`src/rtl/contador_bcd.sv`:
```
// contador_bcd: multi-digit prescaled BCD up/down counter.
// Each 4-bit nibble of `digitos` feeds one 7-segment decoder. A prescaler
// divides clk down to a count-step tick. A synchronous load sanitises
// invalid nibbles to 0, and `estouro` pulses for one cycle on every wrap.
module contador_bcd #(
    parameter int DIGITS   = 4,
    parameter int PRESCALE = 50000000
) (
    input  logic                  clk,
    input  logic                  reset,
    input  logic                  habilita,
    input  logic                  direcao,
    input  logic                  carrega,
    input  logic [4*DIGITS-1:0]   valor_carga,
    output logic [4*DIGITS-1:0]   digitos,
    output logic                  estouro
);

    // Prescaler width: at least one bit, even when PRESCALE is 1.
    localparam int PW = (PRESCALE > 1) ? $clog2(PRESCALE) : 1;
    localparam logic [PW-1:0] PRE_MAX = PW'(PRESCALE - 1);

    // ------------------------------------------------------------------
    // BCD helper functions
    // ------------------------------------------------------------------

    // A nibble above 9 is not a decimal digit. Replace it with 0 so that
    // no invalid code can ever reach a display decoder.
    function automatic logic [3:0] bcd_sanitize(input logic [3:0] nib);
        logic [3:0] res;
        if (nib > 4'd9) begin
            res = 4'd0;
        end else begin
            res = nib;
        end
        return res;
    endfunction

    // Increment one BCD digit: 9 wraps to 0.
    function automatic logic [3:0] bcd_inc(input logic [3:0] nib);
        logic [3:0] res;
        if (nib >= 4'd9) begin
            res = 4'd0;
        end else begin
            res = nib + 4'd1;
        end
        return res;
    endfunction

    // Decrement one BCD digit: 0 wraps to 9. Any illegal code is treated
    // as 0, so the result always lands in 0..9.
    function automatic logic [3:0] bcd_dec(input logic [3:0] nib);
        logic [3:0] res;
        if (nib == 4'd0 || nib > 4'd9) begin
            res = 4'd9;
        end else begin
            res = nib - 4'd1;
        end
        return res;
    endfunction

    // Report whether this digit passes a carry or borrow to the next digit.
    function automatic logic bcd_ripples(input logic [3:0] nib, input logic up);
        logic res;
        if (up) begin
            res = (nib >= 4'd9);
        end else begin
            res = (nib == 4'd0) || (nib > 4'd9);
        end
        return res;
    endfunction

    // ------------------------------------------------------------------
    // State
    // ------------------------------------------------------------------
    logic [PW-1:0]         pre_cnt_r;
    logic [4*DIGITS-1:0]   digitos_r;
    logic                  estouro_r;

    logic                  tick_s;
    logic [4*DIGITS-1:0]   step_val_s;
    logic                  wrap_s;
    logic [4*DIGITS-1:0]   load_val_s;

    // The tick exists only while counting is enabled and the prescaler
    // has reached the end of its period.
    always_comb begin
        tick_s = 1'b0;
        if (habilita && (pre_cnt_r == PRE_MAX)) begin
            tick_s = 1'b1;
        end else begin
            tick_s = 1'b0;
        end
    end

    // Ripple the carry or borrow from digit 0 upwards. A carry that leaves
    // the top digit means the whole counter wrapped.
    always_comb begin
        logic cy;
        step_val_s = digitos_r;
        wrap_s     = 1'b0;
        cy         = 1'b1;
        for (int i = 0; i < DIGITS; i++) begin
            if (cy) begin
                if (direcao) begin
                    step_val_s[4*i +: 4] = bcd_inc(digitos_r[4*i +: 4]);
                end else begin
                    step_val_s[4*i +: 4] = bcd_dec(digitos_r[4*i +: 4]);
                end
                cy = bcd_ripples(digitos_r[4*i +: 4], direcao);
            end else begin
                step_val_s[4*i +: 4] = digitos_r[4*i +: 4];
            end
        end
        wrap_s = cy;
    end

    // Sanitise each incoming load nibble independently of the others.
    always_comb begin
        load_val_s = '0;
        for (int i = 0; i < DIGITS; i++) begin
            load_val_s[4*i +: 4] = bcd_sanitize(valor_carga[4*i +: 4]);
        end
    end

    // Prescaler. A load restarts a full period, and a pause holds the count.
    always_ff @(posedge clk) begin
        if (reset) begin
            pre_cnt_r <= '0;
        end else if (carrega) begin
            pre_cnt_r <= '0;
        end else if (habilita) begin
            if (pre_cnt_r == PRE_MAX) begin
                pre_cnt_r <= '0;
            end else begin
                pre_cnt_r <= pre_cnt_r + {{(PW-1){1'b0}}, 1'b1};
            end
        end else begin
            pre_cnt_r <= pre_cnt_r;
        end
    end

    // Digit register. Priority is reset, then load, then the count step.
    always_ff @(posedge clk) begin
        if (reset) begin
            digitos_r <= '0;
        end else if (carrega) begin
            digitos_r <= load_val_s;
        end else if (tick_s) begin
            digitos_r <= step_val_s;
        end else begin
            digitos_r <= digitos_r;
        end
    end

    // Wrap flag. It is registered alongside the digits, so it is high in
    // the same cycle that the wrapped value first appears.
    always_ff @(posedge clk) begin
        if (reset) begin
            estouro_r <= 1'b0;
        end else if (carrega) begin
            estouro_r <= 1'b0;
        end else if (tick_s) begin
            estouro_r <= wrap_s;
        end else begin
            estouro_r <= 1'b0;
        end
    end

    assign digitos = digitos_r;
    assign estouro = estouro_r;

endmodule

```
`config.mk`:
```
export PLATFORM = sky130hd
export DESIGN_NAME = contador_bcd
export DESIGN_NICKNAME = d
export VERILOG_FILES = /design/src/rtl/contador_bcd.sv
export SDC_FILE = /design/constraint.sdc
export NUM_CORES = 1
export LEC_CHECK = 0
export BUFFER_PORTS_ARGS = -buffer_cell sky130_fd_sc_hd__buf_4
export CAP_MARGIN = 25
export CORE_MARGIN = 2
export CORE_UTILIZATION = 50
export DETAILED_ROUTE_END_ITERATION = 6
export PLACE_DENSITY = 0.67
export RECOVER_POWER = 50
export REMOVE_ABC_BUFFERS = 1
export SLEW_MARGIN = 20
export SYNTH_ARGS = -nofsm -noshare
export SYNTH_HDL_FRONTEND = slang
export SYNTH_SLANG_ARGS = --single-unit
```
`constraint.sdc`:
```
create_clock -name clk -period 3.8 [get_ports clk]
set_input_delay 0.57 -clock clk [delete_from_list [all_inputs] [get_ports clk]]
set_output_delay 0.57 -clock clk [all_outputs]
set_load 0.005 [all_outputs]
```
# After elaboration in Yosys (flattened, before gate mapping)
# Index checks and enable logic that the tools add are counted.
[word_totals] elab_cells=77 ff_bits=43 out_inout_bits=17
[classes] magnitude_cmp=12 n_bitwise=2 n_addsub=9 reduce_logical=18 n_mux=29 n_eq_ne=1
[ops] op="$mux 4" count=19
[ops] op="$gt 4x4->1 const B" count=8
[ops] op="$mux 16" count=2
[ops] op="$add 26x1->26 const B" count=1
[ops] op="$eq 26x26->1 const B" count=1
[ops] op="$mux 26" count=1
[ops] op="$add 4x1->4 const B" count=4
[ops] op="$ge 4x4->1 const B" count=4
[ops] op="$logic_not 4->1" count=4
[ops] op="$sub 4x1->4 const B" count=4
[ops] op="$reduce_bool 2->1" count=4
[ops] op="$mux 1" count=7
[ops] op="$reduce_and 2->1" count=3
[ops] op="$logic_or 1x1->1" count=4
[ops] op="$reduce_or 4->1" count=1
[ops] op="$not 1->1" count=2
[ops] op="$reduce_or 2->1" count=1
[ops] op="$logic_and 1x1->1" count=1

# Logic depth before layout (Yosys ltp)
# Gate-level depths: netlist (run 1).
[depth] ltp_word=8 ltp_mapped=7

# Least setup slack after synthesis (run 1)
# Ideal clock, no wire load.
[synth_timing] kind="input-to-reg" from="input port habilita" to="register digitos_r[7], in the netlist digitos[7]" setup_slack_ps=1271 path_buffers=2 arrival_time_ps=2401 cell_stages=7 cell_sequence="clkbuf_1 -> nand3_1 -> or4_1 -> buf_6 -> or3_4 -> a2111oi_1 -> o21ai_1"
[synth_via] elab_chain_cells=4
[synth_rtl] element="start, declared" line="11" rtl="input logic habilita,"
[synth_rtl] element="$logic_and 1x1->1" line="89" rtl="if (habilita && (pre_cnt_r == PRE_MAX)) begin"
[synth_rtl] element="$mux 1" line="89"
[synth_rtl] element="$reduce_bool 2->1 (no line)"
[synth_rtl] element="$reduce_and 2->1 (no line)"
[synth_rtl] element="end signal, assigned" line="148" rtl="digitos_r <= load_val_s;"
[synth_rtl] element="end signal, assigned" line="150" rtl="digitos_r <= step_val_s;"
[synth_rtl] element="end signal, assigned" line="152" rtl="digitos_r <= digitos_r;"
[synth_rtl] element="end, declared" line="77" rtl="logic [4*DIGITS-1:0] digitos_r;"
# No other way between the ends.
# A chain may end at the register's enable or synchronous reset.

# Worst setup path in the final report (run 1)
[layout_timing] from="register pre_cnt_r[9]" to="register digitos_r[13], in the netlist digitos[13]"
[layout_via] elab_chain_cells=5
[layout_rtl] element="start, declared" line="76" rtl="logic [PW-1:0] pre_cnt_r;"
[layout_rtl] element="start signal, assigned" line="136" rtl="pre_cnt_r <= pre_cnt_r + {{(PW-1){1'b0}}, 1'b1};"
[layout_rtl] element="start signal, assigned" line="139" rtl="pre_cnt_r <= pre_cnt_r;"
[layout_rtl] element="$eq 26x26->1" line="89"
[layout_rtl] element="$logic_and 1x1->1" line="89"
[layout_rtl] element="$mux 1" line="89"
[layout_rtl] element="$reduce_bool 2->1 (no line)"
[layout_rtl] element="$reduce_and 2->1 (no line)"
# No other way between the ends.

==> results of run 1 <==
-- how the worst min path moves through the flow --
stage,end,cells after the start,startpoint
floorplan,pre_cnt_r[23],2,pre_cnt_r[23]
global placement,pre_cnt_r[23],2,pre_cnt_r[23]
detailed placement,pre_cnt_r[23],2,pre_cnt_r[23]
CTS,pre_cnt_r[23],2,pre_cnt_r[23]
global route,digitos[10],2,valor_carga[10]
finish,pre_cnt_r[23],2,pre_cnt_r[23]
-- cell usage after synthesis (3+ instances only) --
| library cell | instances | area, um^2 |
|---|---|---|
| nor2b_1 | 7 | 43.8 |
| nand2_1 | 27 | 101 |
| nor2_1 | 38 | 143 |
| nand3_1 | 16 | 80.1 |
| a31oi_1 | 3 | 18.8 |
| xnor2_1 | 7 | 61.3 |
| clkbuf_1 | 19 | 71.3 |
| nor3_1 | 5 | 25.0 |
| a21oi_1 | 29 | 145 |
| o22ai_1 | 3 | 18.8 |
| a2111oi_0 | 3 | 26.3 |
| o41ai_1 | 4 | 35.0 |
| mux2i_1 | 9 | 90.1 |
| xor2_1 | 17 | 149 |
| and3_1 | 13 | 81.3 |
| a211oi_1 | 8 | 60.1 |
| and2_1 | 3 | 18.8 |
| nand4_1 | 12 | 75.1 |
| nor3b_1 | 5 | 37.5 |
| ha_1 | 14 | 175 |
| nand2b_1 | 6 | 37.5 |
| inv_1 | 18 | 67.6 |
| or4_1 | 5 | 37.5 |
| o21ai_0 | 16 | 80.1 |
| dfxtp_1 | 43 | 861 |
| o31ai_1 | 4 | 30.0 |
| o21bai_1 | 4 | 30.0 |
| o21ai_1 | 4 | 20.0 |
-- registers in the layout, summed over array words and instances (netlist names) --
name and flops:
estouro 1, digitos 16, pre_cnt_r 26
-- power groups by stage --
| stage | clock, W | combinational (W) | sequential, W |
|---|---|---|---|
| after detailed placement | 0 | 0.000197 | 0.000498 |
| after global routing | 0.000342 | 0.000217 | 0.000490 |
| after floorplan | 0 | 0.000124 | 0.000492 |
| after CTS | 0.000324 | 0.000198 | 0.000487 |
| after global placement | 0 | 0.000195 | 0.000497 |
| final | 0.000316 | 0.000195 | 0.000487 |
-- logic make-up (layout without fill, tap and decap cells) --
kind of cell             after synthesis  in the layout  synth area share
adder cells (fa/ha/maj)               14             14            0.0586
buffers and inverters                 39             66            0.0515
flip-flops                            43             43             0.288
AND/OR/NAND/NOR                      149            149             0.270
AO/OA/AOI/OAI                        103            103             0.228
XOR/XNOR                              24             24            0.0703
multiplexers                          10             10            0.0339
-- metal layers --
| metal | share of wire | up-vias | wire length [um] |
|---|---|---|---|
| li1 | - | 1452 | - |
| met1 | 0.44 | 1315 | 3090 |
| met2 | 0.49 | 78 | 3450 |
| met3 | 0.051 | 7 | 355 |
| met4 | 0.0098 | 0 | 68 |
| met5 | 0 | - | 0 |
-- per-stage QoR --
stage                     setup slack, ns  power (W)  cell area, um^2  utilization  cells
after floorplan                      1.05   0.000616             2910            -    362
after global placement               1.23   0.000692             3290        0.563    476
after detailed placement             1.17   0.000695             3290        0.563    476
after CTS                            1.20    0.00101             3390        0.580    484
after global routing                0.798    0.00105             3360        0.574    484
final                               0.977   0.000998             3360        0.574    484
-- cell type report --
type	instances	area, um^2
clock buffers	6	82.6
clock inverters	2	16.3
fillers	574	2490
inverters	19	71.3
multi-input cells	300	1950
flip-flops and latches	43	861
well taps	75	93.8
repair buffers	39	285
-- tightest hold or removal path: stages, from the launching register on --
cell and delay (ns):
dfxtp_1 0.33, o211ai_1 0.08, nand2_1 0.05
==> results.yml, run 1 <==
run_status:
  outcome: "finished clean"
cells_and_area:
  layout.nets: 443
  drive_gt1_frac: 0.120
  synthToLayoutAreaGrowth_pct: 12.3
  diodes: 0
  final_cell_mix: "43 x dfxtp_1, 38 x nor2_1, 29 x a21oi_1"
  layout_commonest_cell: "dfxtp_1"
clock_network:
  cts_resized: 0
  clkLatencyLatePin_ns: 0.30
  cts_max_path_buffers: 2
  clk_pin_slew_worst_paths_ns: 0.09
  cts_tree: "built"
  clock_sinks: 43
  hold_buffers: 0
  cts_root_buffer: "clkbuf_8"
  post-cts-setup-buffers: 0
  cts_inserted_buffers: 5
  h-tree-depth: 2
timing:
  drv_slew: 0
  holdWs_ns: 0.499
  period_share: 0.743
  fmaxAchievable_mhz: 354
  slew_headroom: 0.364
  layout_min_cycle_time_ns: 2.82
  setup_viol: 0
  hold_viol_final: 0
  fin_tns_setup_ns: 0
  tightestPinTransition_ns: 0.945
  rsz0062_at_grt: "false"
  clock_skew_ns: 0.00450
route:
  drt_iter0_drc: 181
  vias: 2852
  via_per_inst: 5.89
  wire_per_inst_um: 14.4
  drc_errors: 0
  wl_um: 6970
  final_antenna_net_count: 0
  drt_first_pass_iters: 4
critical_path:
  cp.depth: 5
  cp.arrival_ns: 3.02
  critPathLaunchType: "flip-flop"
  critPathCapture: "digitos[13]"
  r2r_start: "pre_cnt_r[9]"
  cp_slowest_stage_delay_ns: 0.78
  crit_required_ns: 4.00
  worstPathMaxFanout: 7
  r2r_setup_slack_ns: 0.98
  crit_buf_inv: 0
  crit_start: "pre_cnt_r[9]"
  path_cells: "or4_1 -> or4_1 -> nor3_1 -> a2111oi_0 -> a41o_1"
  r2r_cells: 5
  end_kind: "flip-flop"
  critPathTopFamily: "simple AND/OR/NAND/NOR gates"
  r2r-end: "digitos[13]"
  slowest_stage: "nor3_1"
  crit_type: "reg -> reg"
  timing.critical_path.mode_cell: "or4_1"
global_route:
  grt_pass1_wl_um: 11400
  grt_pass1_vias: 2556
  gr-usage-met2: 0.384
  use_met3: 0.0344
  grt.busiest_layer: "met2"
  grt_max_degree: 41
  grt_overflow_total: 0
  track_usage: 0.219
  grt_use_met1: 0.271
  antenna_found_initial: 0
yosys:
  ys_ff_latch: 43
  ys_types: 60
  synth_edf_count: 0
  synth_seq_area_share: 0.288
  synth_area_mm2: 0.00299
  synth_area_per_cell_um2: 7.83
  yosysWarnings: 0
  synthFlopType: "dfxtp_1"
  syn_inst: 382
  async_flop_share: 0
floorplanning:
  die-area_mm2: 0.00662
  rows: 28
  ioPinCount: 38
  initial_core_util: 0.511
  chipWidth_um: 81.3
  design.core.area_mm2: 0.00585
  die_h_um: 81.3
power:
  pwr-share-seq: 0.488
  p_leak_nw: 1.28
  p_sw_w: 0.000299
  powerDensity_mw_per_mm2: 297
  p_int_w: 0.000699
  pwr-share-clk: 0.317
  netSwitchingFraction: 0.300
  max-vdd-ir-drop_mv: 0.194
  combPwrFrac: 0.195
min_path:
  hp-class: "reg -> reg"
place:
  gp_congestion: 0.862
  dp_hpwl_um: 5060
  io_buffers: 37
flow_run:
  maxCapViolCount: 0
Power figures use the tool's default switching activity.
==> inputs of run 2 (changes only) <==
--- a/config.mk
+++ b/config.mk
@@ -5,6 +5,7 @@
 export SDC_FILE = /design/constraint.sdc
 export NUM_CORES = 1
 export LEC_CHECK = 0
+export ABC_AREA = 1
 export BUFFER_PORTS_ARGS = -buffer_cell sky130_fd_sc_hd__buf_4
 export CAP_MARGIN = 25
 export CORE_MARGIN = 2
==> constraint.sdc (replaced) <==
create_clock -name clk -period 2.81 [get_ports clk]
set_input_delay 0.4215 -clock clk [delete_from_list [all_inputs] [get_ports clk]]
set_output_delay 0.4215 -clock clk [all_outputs]
set_load 0.005 [all_outputs]
==> results.yml, run 2 <==
run_status:
  outcome: "finished clean"
route:
  final_antenna_net_count: 0
  wire_per_inst_um: 12.8
  drt_iter0_drc: 146
  vias: 3363
  via_per_inst: 5.43
  drc_errors: 0
  drt_first_pass_iters: 5
  wl_um: 7910
yosys:
  synth_area_mm2: 0.00315
  ys_types: 39
  syn_inst: 511
  ys_ff_latch: 43
  synthTopCellsByArea: "dfxtp_1 27%, nand2_1 14%, nand3_1 8.3%, nor2_1 8.2%, inv_1 7.1%"
  synth_common_cells: "120 x nand2_1, 69 x nor2_1, 60 x inv_1"
  async_flop_share: 0
  synth_edf_count: 0
  synth_top_area_share: 0.273
  yosysWarnings: 0
  synthFlopType: "dfxtp_1"
  synth_area_per_cell_um2: 6.17
  yosysTopAreaCell: "dfxtp_1"
  synth_seq_area_share: 0.273
  yosysMostFrequentCell: "nand2_1"
global_route:
  antenna_found_initial: 0
  grt_overflow_total: 0
  track_usage: 0.228
  grt_pass1_vias: 3089
  grt_pass1_wl_um: 13400
  grt_max_degree: 26
timing:
  fmaxAchievable_mhz: 465
  period_share: 0.765
  holdWs_ns: 0.349
  fin_tns_setup_ns: 0
  drv_slew: 0
  slew_headroom: 0.653
  layout_min_cycle_time_ns: 2.15
  setup_viol: 0
  rsz0062_at_grt: "false"
  hold_viol_final: 0
  clock_skew_ns: 0.00862
  tightestPinTransition_ns: 0.516
cells_and_area:
  layout_commonest_cell: "nand2_1"
  multi_input_area_mm2: 0.00197
  diodes: 0
  fin_cells: 619
  seq_area_um2: 861
  fill_cells: 602
  final_cell_mix: "120 x nand2_1, 70 x nor2_1, 60 x inv_1"
  synthToLayoutAreaGrowth_pct: 13.3
  largest_reg_flops: 26
  drive_gt1_frac: 0.112
  top_register: "pre_cnt_r"
  layout.nets: 578
  design_area_mm2: 0.00357
min_path:
  hp-class: "in -> reg"
floorplanning:
  initial_core_util: 0.526
  die-area_mm2: 0.00696
  rows: 28
  design.core.area_mm2: 0.00599
  ioPinCount: 38
  chipWidth_um: 83.4
  die_h_um: 83.4
clock_network:
  clk_pin_slew_worst_paths_ns: 0.09
  clock_sinks: 43
  cts_root_buffer: "clkbuf_8"
  cts_inserted_buffers: 5
  cts_resized: 0
  clkLatencyLatePin_ns: 0.30
  post-cts-setup-buffers: 0
  cts_max_path_buffers: 2
  h-tree-depth: 2
  hold_buffers: 0
  cts_tree: "built"
critical_path:
  worstPathMaxFanout: 4
  critPathTopFamily: "simple AND/OR/NAND/NOR gates"
  path_cells: "ha_1 -> nand2_1 -> nor2_1 -> nand2_4 -> nor3_1 -> nand2_2 -> or2_0 -> o21ai_0 -> nor2_1"
  critPathLaunchType: "flip-flop"
  crit_type: "reg -> reg"
  crit_buf_inv: 0
  slowest_stage: "nor3_1"
  crit_required_ns: 3.01
  cp.arrival_ns: 2.35
  cp_slowest_stage_delay_ns: 0.42
  end_kind: "flip-flop"
  timing.critical_path.mode_cell: "nor2_1"
power:
  p_leak_nw: 1.55
  power_w: 0.00153
  max-vdd-ir-drop_mv: 0.277
  powerDensity_mw_per_mm2: 430
place:
  dp_cells: 611
  place_area_mm2: 0.00346
  gp_congestion: 0.920
  io_buffers: 37
  dp_hpwl_um: 6120
flow_run:
  maxCapViolCount: 0
run 2: routing by layer:
| metal | vias to the layer above | share of wire | GRT usage |
|---|---|---|---|
| met2 | 78 | 0.49 | 0.419 |
| li1 | 1725 | - | - |
| met5 | - | 0 | 0 |
| met3 | 15 | 0.040 | 0.0268 |
| met1 | 1545 | 0.46 | 0.276 |
| met4 | 0 | 0.018 | 0.0674 |
run 2: area by class of cell:
class,count,share of cell area
Clock inverter,2,0.0168
Tap cell,75,0.0263
Multi-Input combinational cell,392,0.550
Timing Repair Buffer,38,0.0788
Clock buffer,6,0.0203
Sequential cell,43,0.241
Inverter,63,0.0662
run 2: path summary, 6_finish.rpt:
kind	from	end	slack, ns	cells past startpoint
setup / recovery	pre_cnt_r[1]	pre_cnt_r[24]	0.66	9
hold / removal	reset	digitos[10]	0.35	2
hold reg to reg	pre_cnt_r[20]	pre_cnt_r[20]	0.48	1
setup reg to reg	pre_cnt_r[1]	pre_cnt_r[24]	0.66	9
run 2: logic make-up (layout without fill, tap and decap cells):
family                     count (synthesis)  count (layout)  share of synthesized area
and+or+nand+nor                          292             292                      0.415
DFF                                       43              43                      0.273
xor gates and xnor gates                  12              12                     0.0333
buffers and inverters                     76             109                     0.0976
adders and majority gates                 14              14                     0.0556
AOI/OAI and AO/OA                         74              74                      0.126
run 2: worst register-to-register path, stage by stage (launching register included):
cell and delay, ns:
dfxtp_1 0.39, ha_1 0.21, nand2_1 0.10, nor2_1 0.30
nand2_4 0.10, nor3_1 0.42, nand2_2 0.10, or2_0 0.23
o21ai_0 0.15, nor2_1 0.05
run 2: power by group:
group,internal [W],leakage (nW),switching (W)
logic,0.000123,1.14,0.000171
registers,0.000627,0.350,0.0000319
clock network,0.000356,0.0654,0.000225
total,0.00111,1.55,0.000428
run 2: through the flow:
stage,worst slack (ns),utilization
4_1_cts,0.814,0.600
6_report,0.660,0.596
5_1_grt,0.508,0.596
3_3_place_gp,0.777,0.578
2_1_floorplan,1.12,-
3_5_place_dp,0.837,0.578
